## config.mk

```make
export PLATFORM = sky130hd
export DESIGN_NAME = dcache_ctrl
export DESIGN_NICKNAME = d
export VERILOG_FILES = /design/src/rtl/dcache_ctrl_pkg.sv /design/src/rtl/dcache_lane_sel.sv /design/src/rtl/dcache_ctrl.sv
export SDC_FILE = /design/constraint.sdc
export NUM_CORES = 1
export LEC_CHECK = 0
export CAP_MARGIN = 20
export CORE_AREA = 2 2 248 250
export CTS_BUF_LIST = sky130_fd_sc_hd__clkbuf_4
export CTS_CLUSTER_DIAMETER = 30
export DETAILED_ROUTE_END_ITERATION = 10
export DIE_AREA = 0 0 250 252
export GPL_TIMING_DRIVEN = 0
export SLEW_MARGIN = 40
export SYNTH_ARGS = -nofsm -noshare
export SYNTH_HDL_FRONTEND = slang
export SYNTH_SLANG_ARGS = --single-unit
```

## constraint.sdc

```tcl
create_clock -name clk -period 3.3 [get_ports clk]
set_clock_uncertainty 0.15 [all_clocks]
set_input_delay 0.33 -clock clk [delete_from_list [all_inputs] [get_ports clk]]
set_output_delay 0.33 -clock clk [all_outputs]
set_load 0.02 [all_outputs]
```

## src/rtl/dcache_ctrl_pkg.sv

```systemverilog
// dcache_ctrl_pkg: data-cache geometry and controller state encoding.
package dcache_ctrl_pkg;
    localparam int DBLOCK_SIZE      = 16;
    localparam int DBLOCK_SIZE_BITS = DBLOCK_SIZE * 8;
    localparam int DTAG_SIZE        = 3;
    localparam int DSET_INDEX_SIZE  = 1;
    localparam int OFF_W            = $clog2(DBLOCK_SIZE);
    localparam int BADDR_W          = DTAG_SIZE + DSET_INDEX_SIZE;
    localparam int ADDR_W           = BADDR_W + OFF_W;
    localparam int WORD_W           = 32;
    localparam int WIDX_W           = OFF_W - 2;
    typedef enum logic [1:0] {DC_IDLE, DC_WB, DC_REFILL, DC_REPLAY} dc_state_e;
endpackage

```

## src/rtl/dcache_lane_sel.sv

```systemverilog
// dcache_lane_sel: word extract from a block, and byte-lane mask / data shift for a word store.
module dcache_lane_sel import dcache_ctrl_pkg::*; (
    input  logic [WIDX_W-1:0]           widx,
    input  logic [DBLOCK_SIZE_BITS-1:0] block,
    input  logic [WORD_W-1:0]           wdata,
    input  logic [3:0]                  byteen,
    output logic [WORD_W-1:0]           rdata,
    output logic [DBLOCK_SIZE-1:0]      lanes,
    output logic [DBLOCK_SIZE_BITS-1:0] din
);
    assign rdata = block[widx*WORD_W +: WORD_W];
    assign lanes = DBLOCK_SIZE'(byteen) << {widx, 2'b00};
    assign din   = DBLOCK_SIZE_BITS'(wdata) << {widx, 5'b00000};
endmodule

```

## src/rtl/dcache_ctrl.sv

```systemverilog
// dcache_ctrl: write-back/write-allocate D_SRAM controller with dirty write-back and block refill.
module dcache_ctrl import dcache_ctrl_pkg::*; (
    input  logic                        clk,
    input  logic                        rst,
    input  logic                        cpu_ren,
    input  logic                        cpu_wen,
    input  logic [ADDR_W-1:0]           cpu_addr,
    input  logic [WORD_W-1:0]           cpu_wdata,
    input  logic [3:0]                  cpu_byteen,
    output logic [WORD_W-1:0]           cpu_rdata,
    output logic                        cpu_stall,
    output logic                        sram_ren,
    output logic                        sram_wen,
    output logic                        sram_memWen,
    output logic [DBLOCK_SIZE-1:0]      sram_bytesAccess,
    output logic [BADDR_W-1:0]          sram_blockAddr,
    output logic [DBLOCK_SIZE_BITS-1:0] sram_dataIn,
    input  logic                        sram_hit,
    input  logic                        sram_dirtyBit,
    input  logic [DTAG_SIZE-1:0]        sram_victimTag,
    input  logic [DBLOCK_SIZE_BITS-1:0] sram_dataOut,
    output logic                        mem_ren,
    output logic                        mem_wen,
    output logic [BADDR_W-1:0]          mem_addr,
    output logic [DBLOCK_SIZE_BITS-1:0] mem_wdata,
    input  logic [DBLOCK_SIZE_BITS-1:0] mem_rdata,
    input  logic                        mem_ready
);
    dc_state_e state, next;
    logic [ADDR_W-1:2] l_addr, addr;
    logic [WORD_W-1:0] l_wdata, wdata, word;
    logic [3:0] l_byteen, byteen;
    logic l_store, idle, req, store, miss, unused_lsb;
    logic [BADDR_W-1:0] v_baddr;
    logic [DBLOCK_SIZE_BITS-1:0] v_data, din;
    logic [DBLOCK_SIZE-1:0] lanes;

    assign unused_lsb = ^cpu_addr[1:0];
    // Live CPU request in IDLE, latched copy everywhere else.
    assign idle   = state == DC_IDLE;
    assign addr   = idle ? cpu_addr[ADDR_W-1:2] : l_addr;
    assign wdata  = idle ? cpu_wdata : l_wdata;
    assign byteen = idle ? cpu_byteen : l_byteen;
    assign store  = idle ? cpu_wen : l_store;
    assign req    = idle ? cpu_ren | cpu_wen : 1'b1;
    assign miss   = rst && idle && req && !sram_hit;
    // Kept apart from the main decode so the tag lookup never feeds back into its own address.
    assign sram_blockAddr = (rst && (idle ? req : state == DC_REPLAY || (state == DC_REFILL && mem_ready)))
                          ? addr[ADDR_W-1:OFF_W] : '0;

    dcache_lane_sel u_lane (
        .widx(addr[OFF_W-1:2]), .block(sram_dataOut), .wdata(wdata), .byteen(byteen),
        .rdata(word), .lanes(lanes), .din(din)
    );

    always_ff @(posedge clk) begin
        if (!rst) begin
            state    <= DC_IDLE;
            l_addr   <= '0;
            l_wdata  <= '0;
            l_byteen <= '0;
            l_store  <= 1'b0;
            v_baddr  <= '0;
            v_data   <= '0;
        end else begin
            state <= next;
            if (miss) begin
                l_addr   <= cpu_addr[ADDR_W-1:2];
                l_wdata  <= cpu_wdata;
                l_byteen <= cpu_byteen;
                l_store  <= cpu_wen;
                v_baddr  <= {sram_victimTag, cpu_addr[OFF_W +: DSET_INDEX_SIZE]};
                v_data   <= sram_dataOut;
            end
        end
    end

    always_comb begin
        next             = state;
        cpu_rdata        = '0;
        cpu_stall        = 1'b0;
        sram_ren         = 1'b0;
        sram_wen         = 1'b0;
        sram_memWen      = 1'b0;
        sram_bytesAccess = '0;
        sram_dataIn      = '0;
        mem_ren          = 1'b0;
        mem_wen          = 1'b0;
        mem_addr         = '0;
        mem_wdata        = '0;
        if (rst) begin
            case (state)
                DC_IDLE, DC_REPLAY: if (req) begin
                    sram_ren         = 1'b1;
                    cpu_stall        = miss;
                    cpu_rdata        = (miss || store) ? '0 : word;
                    sram_wen         = !miss && store;
                    sram_bytesAccess = (!miss && store) ? lanes : '0;
                    sram_dataIn      = (!miss && store) ? din : '0;
                    next             = miss ? (sram_dirtyBit ? DC_WB : DC_REFILL) : DC_IDLE;
                end
                DC_WB: begin
                    cpu_stall = 1'b1;
                    mem_wen   = 1'b1;
                    mem_addr  = v_baddr;
                    mem_wdata = v_data;
                    next      = mem_ready ? DC_REFILL : DC_WB;
                end
                DC_REFILL: begin
                    cpu_stall   = 1'b1;
                    mem_ren     = 1'b1;
                    mem_addr    = l_addr[ADDR_W-1:OFF_W];
                    sram_memWen = mem_ready;
                    sram_dataIn = mem_ready ? mem_rdata : '0;
                    next        = mem_ready ? DC_REPLAY : DC_REFILL;
                end
            endcase
        end
    end
endmodule
```

==> summary by stage, run 1 <==
Outcome
The run finished, with violations left. The final reports fail on negative setup slack.

Global routing
The first global-routing pass estimated 132000 um of wire. The number of antenna violations at the first check in global routing is 12. For this run, the total global-route usage over all layers was measured as approximately 29%. The maximum number of pins on one net before global-route repair is 17.

The number of global-route vias before repair came to between 15000 and 20000. Global routing finished with a remaining overflow of 0.

Clock network
The CTS buffer count is 17. At the later pin of the worst-skew pair, clock insertion delay measures between 0.6 and 0.7 ns. The CTS clock-pin slew for the worst setup and hold paths is around 0.15 ns. The H-tree level count is 4. The clock passes through at most 2 buffers. The CTS tree is built. In this run the clock root is driven by a sky130_fd_sc_hd__clkbuf_4. The number of clock sinks is 176.

Final layout
The number of fill cells is 6152. The final standard cell utilization of the core is 38.9%. The area added between synthesis and finish is 90.0%. The post-route netlist has between 30% and 40% of its cells at a drive strength greater than 1. In the layout the commonest cells are 350 x sky130_fd_sc_hd__clkdlybuf4s50_1, 187 x sky130_fd_sc_hd__o31ai_1, 174 x sky130_fd_sc_hd__nand4_1, 174 x sky130_fd_sc_hd__a21oi_1, 174 x sky130_fd_sc_hd__dfxtp_1. The final instance count without filler cells is between 3000 and 4000. The final net count is 2578.

The final instance area is about 23000 um2. The library cell used most frequently in the layout, excluding fill and tap cells, is sky130_fd_sc_hd__clkdlybuf4s50_1.

Floorplan
The floorplan die width is about 250 um. The floorplan has 90 rows. The die is between 200 and 300 um tall. In this run the standard cell core region covers 60100 um2. The area of the die is 63000 um2. The initial standard-cell utilization of the core is approximately a fifth. The count of boundary I/O pins is ~630.

Detailed routing
After detailed routing, the average wire length per cell comes to approximately 31 um. The post-detailed-route DRC marker count is 0. The overall routed net length is 96000 um.

The detailed router finished its first iteration with roughly 1500 violations. Using the TritonRoute via totals, the vias-per-cell ratio works out to approximately 5.5. For this run, the detailed router's first-pass iteration total came to 5. Across all layers, the routed design uses roughly 17000 vias. The post-route antenna net violation count is 0.

Pwr
Overall power consumption after layout is estimated at 7060 uW. The share of total power dissipated in sequential elements is approximately a third. Dividing total power by cell area gives a power density of ~300 nW/um2.

The fraction of power consumed by combinational cells is between 40% and 50%. Summed over all cells, the static leakage comes to just over 0.009 uW. The internal portion of the total power is around 4200 uW. The switching power total is roughly 2900 uW. The peak supply drop is ~0.00022 V. Net switching is between 40% and 50% of the power. Of the total power, the clock network draws a little under 20%.

Timing
Timing would allow up to 300 MHz. The pin slew with the least headroom to its limit is about 0.91 ns. The final-report setup violation count is 8.

The final cycle utilization of the critical path is 101%. Setup slack on the critical path of the routed design comes to -0.0369 ns. The hold violation count in the final report was 0.

Setup repair after global routing could not meet its margin everywhere. For the final routed database, the setup TNS stands at -0.129 ns. After layout, the minimum clock period comes to around 3.3 ns. The total count of max-transition violations in the final report is 0.

The worst slew margin relative to its limit is between 30% and 40%.

Min path
In this run the most critical hold path is launched from cpu_wdata[9]. The path category of the worst min-delay check is primary input to flop.

Yosys
The fraction of the yosys area taken by sequential cells is 28.6%. Counting flops with a built-in enable in the synthesized netlist gives 0. The flip-flop and latch count after synthesis is between 150 and 200. Counting every net in the synthesized netlist gives between 1500 and 2000. The share of flip-flops with an asynchronous set or reset after synthesis is 0%. The primary flip-flop cell chosen by synthesis mapping is sky130_fd_sc_hd__dfxtp_1. The netlist uses 40 different library cells.

Yosys printed 0 warnings. The mean post-synth cell area is ~8 um2. The synthesized netlist occupies a cell area of 12300 um2.

Synthesis produced roughly 1500 cells.

Worst setup path
The critical path launch point is state[1]. The startpoint-to-endpoint class of the critical path is flop to output pin. Data on the critical path arrives at its endpoint at 2.86 ns. The kind of start point of the critical path is a flop. STA puts the critical path data required time at ~2.8 ns. The worst register-to-register path begins at state[1]. The endpoint class of the critical path is an output pin. The maximum net fanout on the critical path is 8.

Placement
The number of port buffers is 625. Counting tap cells, the placed design contains a total of 2944 instances. The HPWL after detailed placement is ~80000 um. At the end of routability-driven placement, the weighted congestion stood at around 1. Once placement finished, the instance area stood at 19600 um2.

Run
Across the run, the number of max-cap violations was 0.
==> cells by family after synthesis <==
family | synth area share, %
buffers and inverters | 8.22
AO/OA/AOI/OAI | 28.2
adder cells (fa/ha/maj) | 0.406
multiplexers | 9.57
AND/OR/NAND/NOR | 25.0
flip-flops | 28.6
==> per-layer routing <==
metal | up-vias | track usage, % | part of all wire [%]
li1 | 7427 | - | -
met1 | 8255 | 31.5 | 36
met2 | 994 | 51.8 | 49
met3 | 204 | 8.42 | 9.1
met4 | 6 | 16.9 | 6.0
met5 | - | 0 | 0.039
==> cells in the mapped netlist, drive strengths merged, types with 9 or more instances <==
master | count | share of area [%]
dfxtp | 176 | 29
o31ai | 302 | 20
and3 | 134 | 6.8
a21oi | 174 | 7.1
nor2 | 10 | 0.30
nor2b | 18 | 0.91
and2b | 18 | 1.1
nand4 | 174 | 8.8
o21ai | 9 | 0.37
mux2 | 33 | 3.0
clkbuf | 185 | 5.6
nor3 | 17 | 0.69
mux4 | 32 | 6.1
nand3 | 33 | 1.3
buf | 46 | 2.4
nand2 | 131 | 4.0
==> critical path: stages, from the launching register on <==
cell                      delay [ns]
sky130_fd_sc_hd__dfxtp_2        0.37
sky130_fd_sc_hd__inv_2          0.05
sky130_fd_sc_hd__ha_4           0.20
sky130_fd_sc_hd__nor2b_4        0.16
sky130_fd_sc_hd__a31o_4         0.27
sky130_fd_sc_hd__buf_8          0.13
sky130_fd_sc_hd__buf_12         0.14
sky130_fd_sc_hd__buf_12         0.15
sky130_fd_sc_hd__buf_16         0.15
sky130_fd_sc_hd__o31ai_4        0.39
sky130_fd_sc_hd__buf_6          0.18
==> registers in the layout, indices dropped and copies added, names as in the netlist <==
| name | cells |
|---|---|
| v_baddr | 3 |
| state | 2 |
| l_store | 1 |
| v_data | 128 |
| l_byteen | 4 |
| l_addr | 6 |
| l_wdata | 32 |
==> power by group through the flow <==
stage / Clock, uW / Combinational, uW / Sequential [uW]
floorplan: 0 / 1180 / 2310
global placement: 0 / 2400 / 2330
detailed placement: 0 / 2410 / 2330
CTS: 1440 / 3320 / 2280
global route: 1510 / 3480 / 2300
finish: 1400 / 3370 / 2290
==> timing repair <==
action                                   CTS  global route
pin swaps                                 73            22
resized for setup                       1587           197
endpoints found under the hold margin      5             0
buffers inserted                          64            13
hold buffers                               5             0
gates cloned                              16             0
endpoints found under the setup margin   317           300
==> final cells by class <==
cell class | count | area [um2] | area share, %
Multi-Input combinational cell | 1125 | 9770 | 41.7
Timing Repair Buffer | 716 | 7200 | 30.8
Sequential cell | 176 | 3530 | 15.1
Buffer | 223 | 1590 | 6.81
Tap cell | 782 | 978 | 4.18
Clock buffer | 21 | 158 | 0.674
Clock inverter | 11 | 138 | 0.588
Antenna cell | 8 | 20.0 | 0.0855
Inverter | 5 | 18.8 | 0.0802
==> stage by stage <==
step           worst slack, ns  hold slack (ns)
2_1_floorplan            0.619            0.294
3_3_place_gp             -1.08            0.301
3_5_place_dp             -1.04            0.306
4_1_cts                 -0.224          0.00890
5_1_grt                 -0.138           0.0606
6_report               -0.0369            0.116
==> worst paths after layout <==
check	endpoint	slack, ns	depth (start not counted)
worst max-delay path	sram_dataIn[79]	-0.04	10
worst min-delay path	l_wdata[9]	0.12	3
worst max register to register	v_data[42]	0.10	18
worst min register to register	v_data[101]	0.33	2
Power figures use the tool's default switching activity.
==> run 2: changes to the inputs <==
CELL_PAD_IN_SITES_DETAIL_PLACEMENT = 1   (was unset)
CELL_PAD_IN_SITES_GLOBAL_PLACEMENT = 1   (was unset)
CORE_AREA = 2 2 242 244   (was 2 2 248 250)
DIE_AREA = 0 0 244 246   (was 0 0 250 252)
PLACE_DENSITY_LB_ADDON = 0.1   (was unset)
==> run 2 against run 1 <==
The run now ends clean. Routed wire length shrank 6.6%. Flip-flop and latch count unchanged. Fmax grew 1.4%. Combinational power decreased by 11%. Hold slack got worse by 0.052 ns. Sequential power is essentially flat. Worst setup slack better by 0.046 ns. Global-route usage is 0.96 points lower. Clock power increased by 16%. First-iteration DRC count is 46% lower. Non-clock buffer count fell by 53. Design area down 5.6%. Critical endpoint is now cpu_rdata[11]. Largest power group unchanged. Highest routed layer unchanged.
==> summary by stage, run 2 (synthesis gave the netlist of run 1 again) <==
Worst setup path
The data arrival time of the critical path is between 2 and 3 ns. The data required time at the worst endpoint is about 2.8 ns. The end of the worst register-to-register path is l_wdata[22]. For this design, the slowest cell found on the critical path is sky130_fd_sc_hd__mux4_2. In this run the worst path has a maximum fanout of 7.

The kind of start point of the critical path is a flop. The number of cell instances on the worst register-to-register path is 9. Among the stages of the critical path, the cell type that occurs most often is sky130_fd_sc_hd__buf_12. The worst stage delay on the critical path is 0.49 ns.

The signal on the critical path passes through inv_4 -> ha_4 -> buf_12 -> mux2i_4 -> buf_12 -> clkbuf_16 -> mux4_2 -> and2b_1 -> buf_6. The endpoint class of the critical path is an output pin. The slack of the worst reg-to-reg path is between 0.8 and 0.9 ns. The startpoint-to-endpoint class of the critical path is flop to output pin. The most critical setup path has its startpoint at state[0].

The source of the worst register-to-register timing path is state[0].

Min path
The path with the worst hold slack has its endpoint at l_wdata[13]. The hold path startpoint is cpu_wdata[13]. The count of cells along the worst hold path is 3.

The tightest min-delay check is of the primary input to flop type.

Clock network
The tree built by TritonCTS fans out to about 180 sinks. After clock tree synthesis, the clock-pin slew on the worst setup and hold paths is about 0.17 ns. No sink is reached through more buffers than the 2 on the longest clock path. The H-tree level count is 4. CTS placed an instance of sky130_fd_sc_hd__clkbuf_4 at the clock tree root. The CTS tree is built. The latest clock arrival within the worst-skew pair is a little under 0.7 ns.

The number of clock buffers added by TritonCTS is 17.

Pwr
The peak supply drop is 0.000198 V. The leakage power figure is 0.00922 uW. The power density relative to cell area is between 300 and 400 nW/um2.

Timing
The final cycle utilization of the critical path is 99.7%. The total count of max-transition violations in the final report was 0. Setup repair after global routing could not meet its margin everywhere. In this run the tightest slew margin relative to its limit is ~54%. The worst-case setup margin in the final layout is around 0.0087 ns.

The minimum clock period after layout is 3.29 ns. Setup violations remaining at the end of the flow were counted as 0. Derived from the worst setup path, the maximum achievable clock frequency is roughly 300 MHz. At the pin with the least slew margin, the transition time is just under 0.7 ns. The hold violation count in the final report is 0.

Final layout
The final instance count without filler cells is 2996. In the final layout, the multi-input gates occupy 9150 um2. v_data holds more flip-flops than any other register.

After filler insertion, the fill cell instance count of the layout stands at roughly 6600. Of the cells placed in the final design, the portion with a size suffix greater than 1 is roughly a quarter. In the final layout, the registers with the most flip-flops are v_data (128), l_wdata (32), l_addr (6). The most common cell after layout, fill and taps aside is sky130_fd_sc_hd__clkdlybuf4s50_1. Relative to the synthesized area, the layout overhead comes to 79.4%. In the layout the commonest cells are 381 x sky130_fd_sc_hd__clkdlybuf4s50_1, 213 x sky130_fd_sc_hd__o31ai_1, 174 x sky130_fd_sc_hd__nand4_1, 174 x sky130_fd_sc_hd__a21oi_1, 174 x sky130_fd_sc_hd__dfxtp_1. Across the whole layout, storage elements account for about 3500 um2.

The flip-flop count of the largest register, all copies and words added is around 130. The final net count is roughly 2500.

Detailed routing
In the final routed layout, each cell accounts on average for around 30 um. In the routed design, unresolved DRC markers number 0. The final route contains about 16000 vias. For this block, the initial DRC count from the detailed router was around 800. In the routed layout, each cell is associated on average with a via count of 5.43.

The final layout contains routed wiring with a total length of about 90000 um. The post-route antenna net violation count is 0. The first-pass iteration count of the detailed router is 5.

Floorplan
The die is 246 um tall. The initialized floorplan defines 88 standard-cell rows. The floorplan die width is approximately 240 um. approximately 630 I/O pins were placed.

The placeable core region is 57400 um2. The initial standard-cell utilization of the core is 21.5%. The die covers roughly 60000 um2.

Global routing
The maximum number of pins on one net before global-route repair is 17. Global routing consumed, over all layers together, 28.4% of the routing resources. The first-pass GRT wire length is between 100000 and 150000 um. The number of antenna violations at the first check in global routing is 13. The number of global-route vias before repair was approximately 17000.

Summed over all layers, the global routing overflow is 0.

Run
Max-cap violations in this run came to 0.

Placement
Once placement completed, the tool counted placed cells totaling 2927. In this run the tool buffered the top-level ports with approximately 630 buffer cells. The congestion estimate from routability-driven global placement came to about 0.9.

Timing analysis after detailed placement gives a worst setup slack of -0.859 ns. The placed wire-length estimate is about 70000 um.

Outcome
The run finished with clean final reports.
run 2: worst max path at each step:
stage                             to  slack, ns  cells past startpoint
floorplan           sram_dataIn[107]       0.62                     10
global placement        cpu_rdata[0]      -0.88                      6
detailed placement   sram_dataIn[64]      -0.86                      8
CTS                    cpu_rdata[24]      -0.20                     10
global route           mem_wdata[55]      -0.12                      6
finish                 cpu_rdata[11]      0.009                      9
run 2: metal layers:
layer	share of wire, %	up-vias	global-route usage, %	wire (um)
met5	0.075	-	0	67
met4	4.4	12	12.2	3970
met3	6.1	146	6.15	5480
met2	53	635	53.5	47200
met1	37	8166	30.4	32900
li1	-	7319	-	-
run 2: layout make-up:
class | instances | share of cell area, %
Multi-Input combinational cell | 1125 | 41.4
Clock buffer | 17 | 0.577
Timing Repair Buffer | 657 | 29.6
Buffer | 229 | 6.84
Clock inverter | 15 | 1.05
Sequential cell | 176 | 16.0
Antenna cell | 7 | 0.0793
Inverter | 5 | 0.0962
Tap cell | 765 | 4.33
run 2: power by group:
group,leakage [uW],internal [uW],switching [uW]
clock,0.000176,687,935
sequential,0.00143,2230,61.8
combinational,0.00761,1260,1740
total,0.00922,4170,2740
run 2: what timing repair did:
action | in CTS | in global routing
endpoints found under the setup margin | 317 | 309
buffers inserted | 18 | 2
pin swaps | 24 | 8
hold endpoints to repair | 1 | 0
gates cloned | 7 | 5
gates resized for setup | 1247 | 297
hold buffers | 1 | 0
run 2: worst max-delay path, delay by kind of cell, from the launching register on:
kind	cells	cell delay, ns
mux	2	0.73
simple gates	1	0.18
flops	1	0.40
buf+inv	5	0.66
fa+ha+maj	1	0.13
run 2: per-stage QoR:
step / hold WS [ns] / instance area [um2] / utilization (%) / TNS [ns] / total power [uW]
2_1_floorplan: 0.294 / 12300 / - / 0 / 3480
3_3_place_gp: 0.301 / 19500 / 34.0 / -168.43 / 4690
3_5_place_dp: 0.309 / 19600 / 34.1 / -111.10 / 4730
4_1_cts: 0.00185 / 21100 / 36.8 / -22.80 / 6720
5_1_grt: 0.0335 / 22100 / 38.5 / -3.93 / 7170
6_report: 0.0643 / 22100 / 38.5 / 0 / 6910
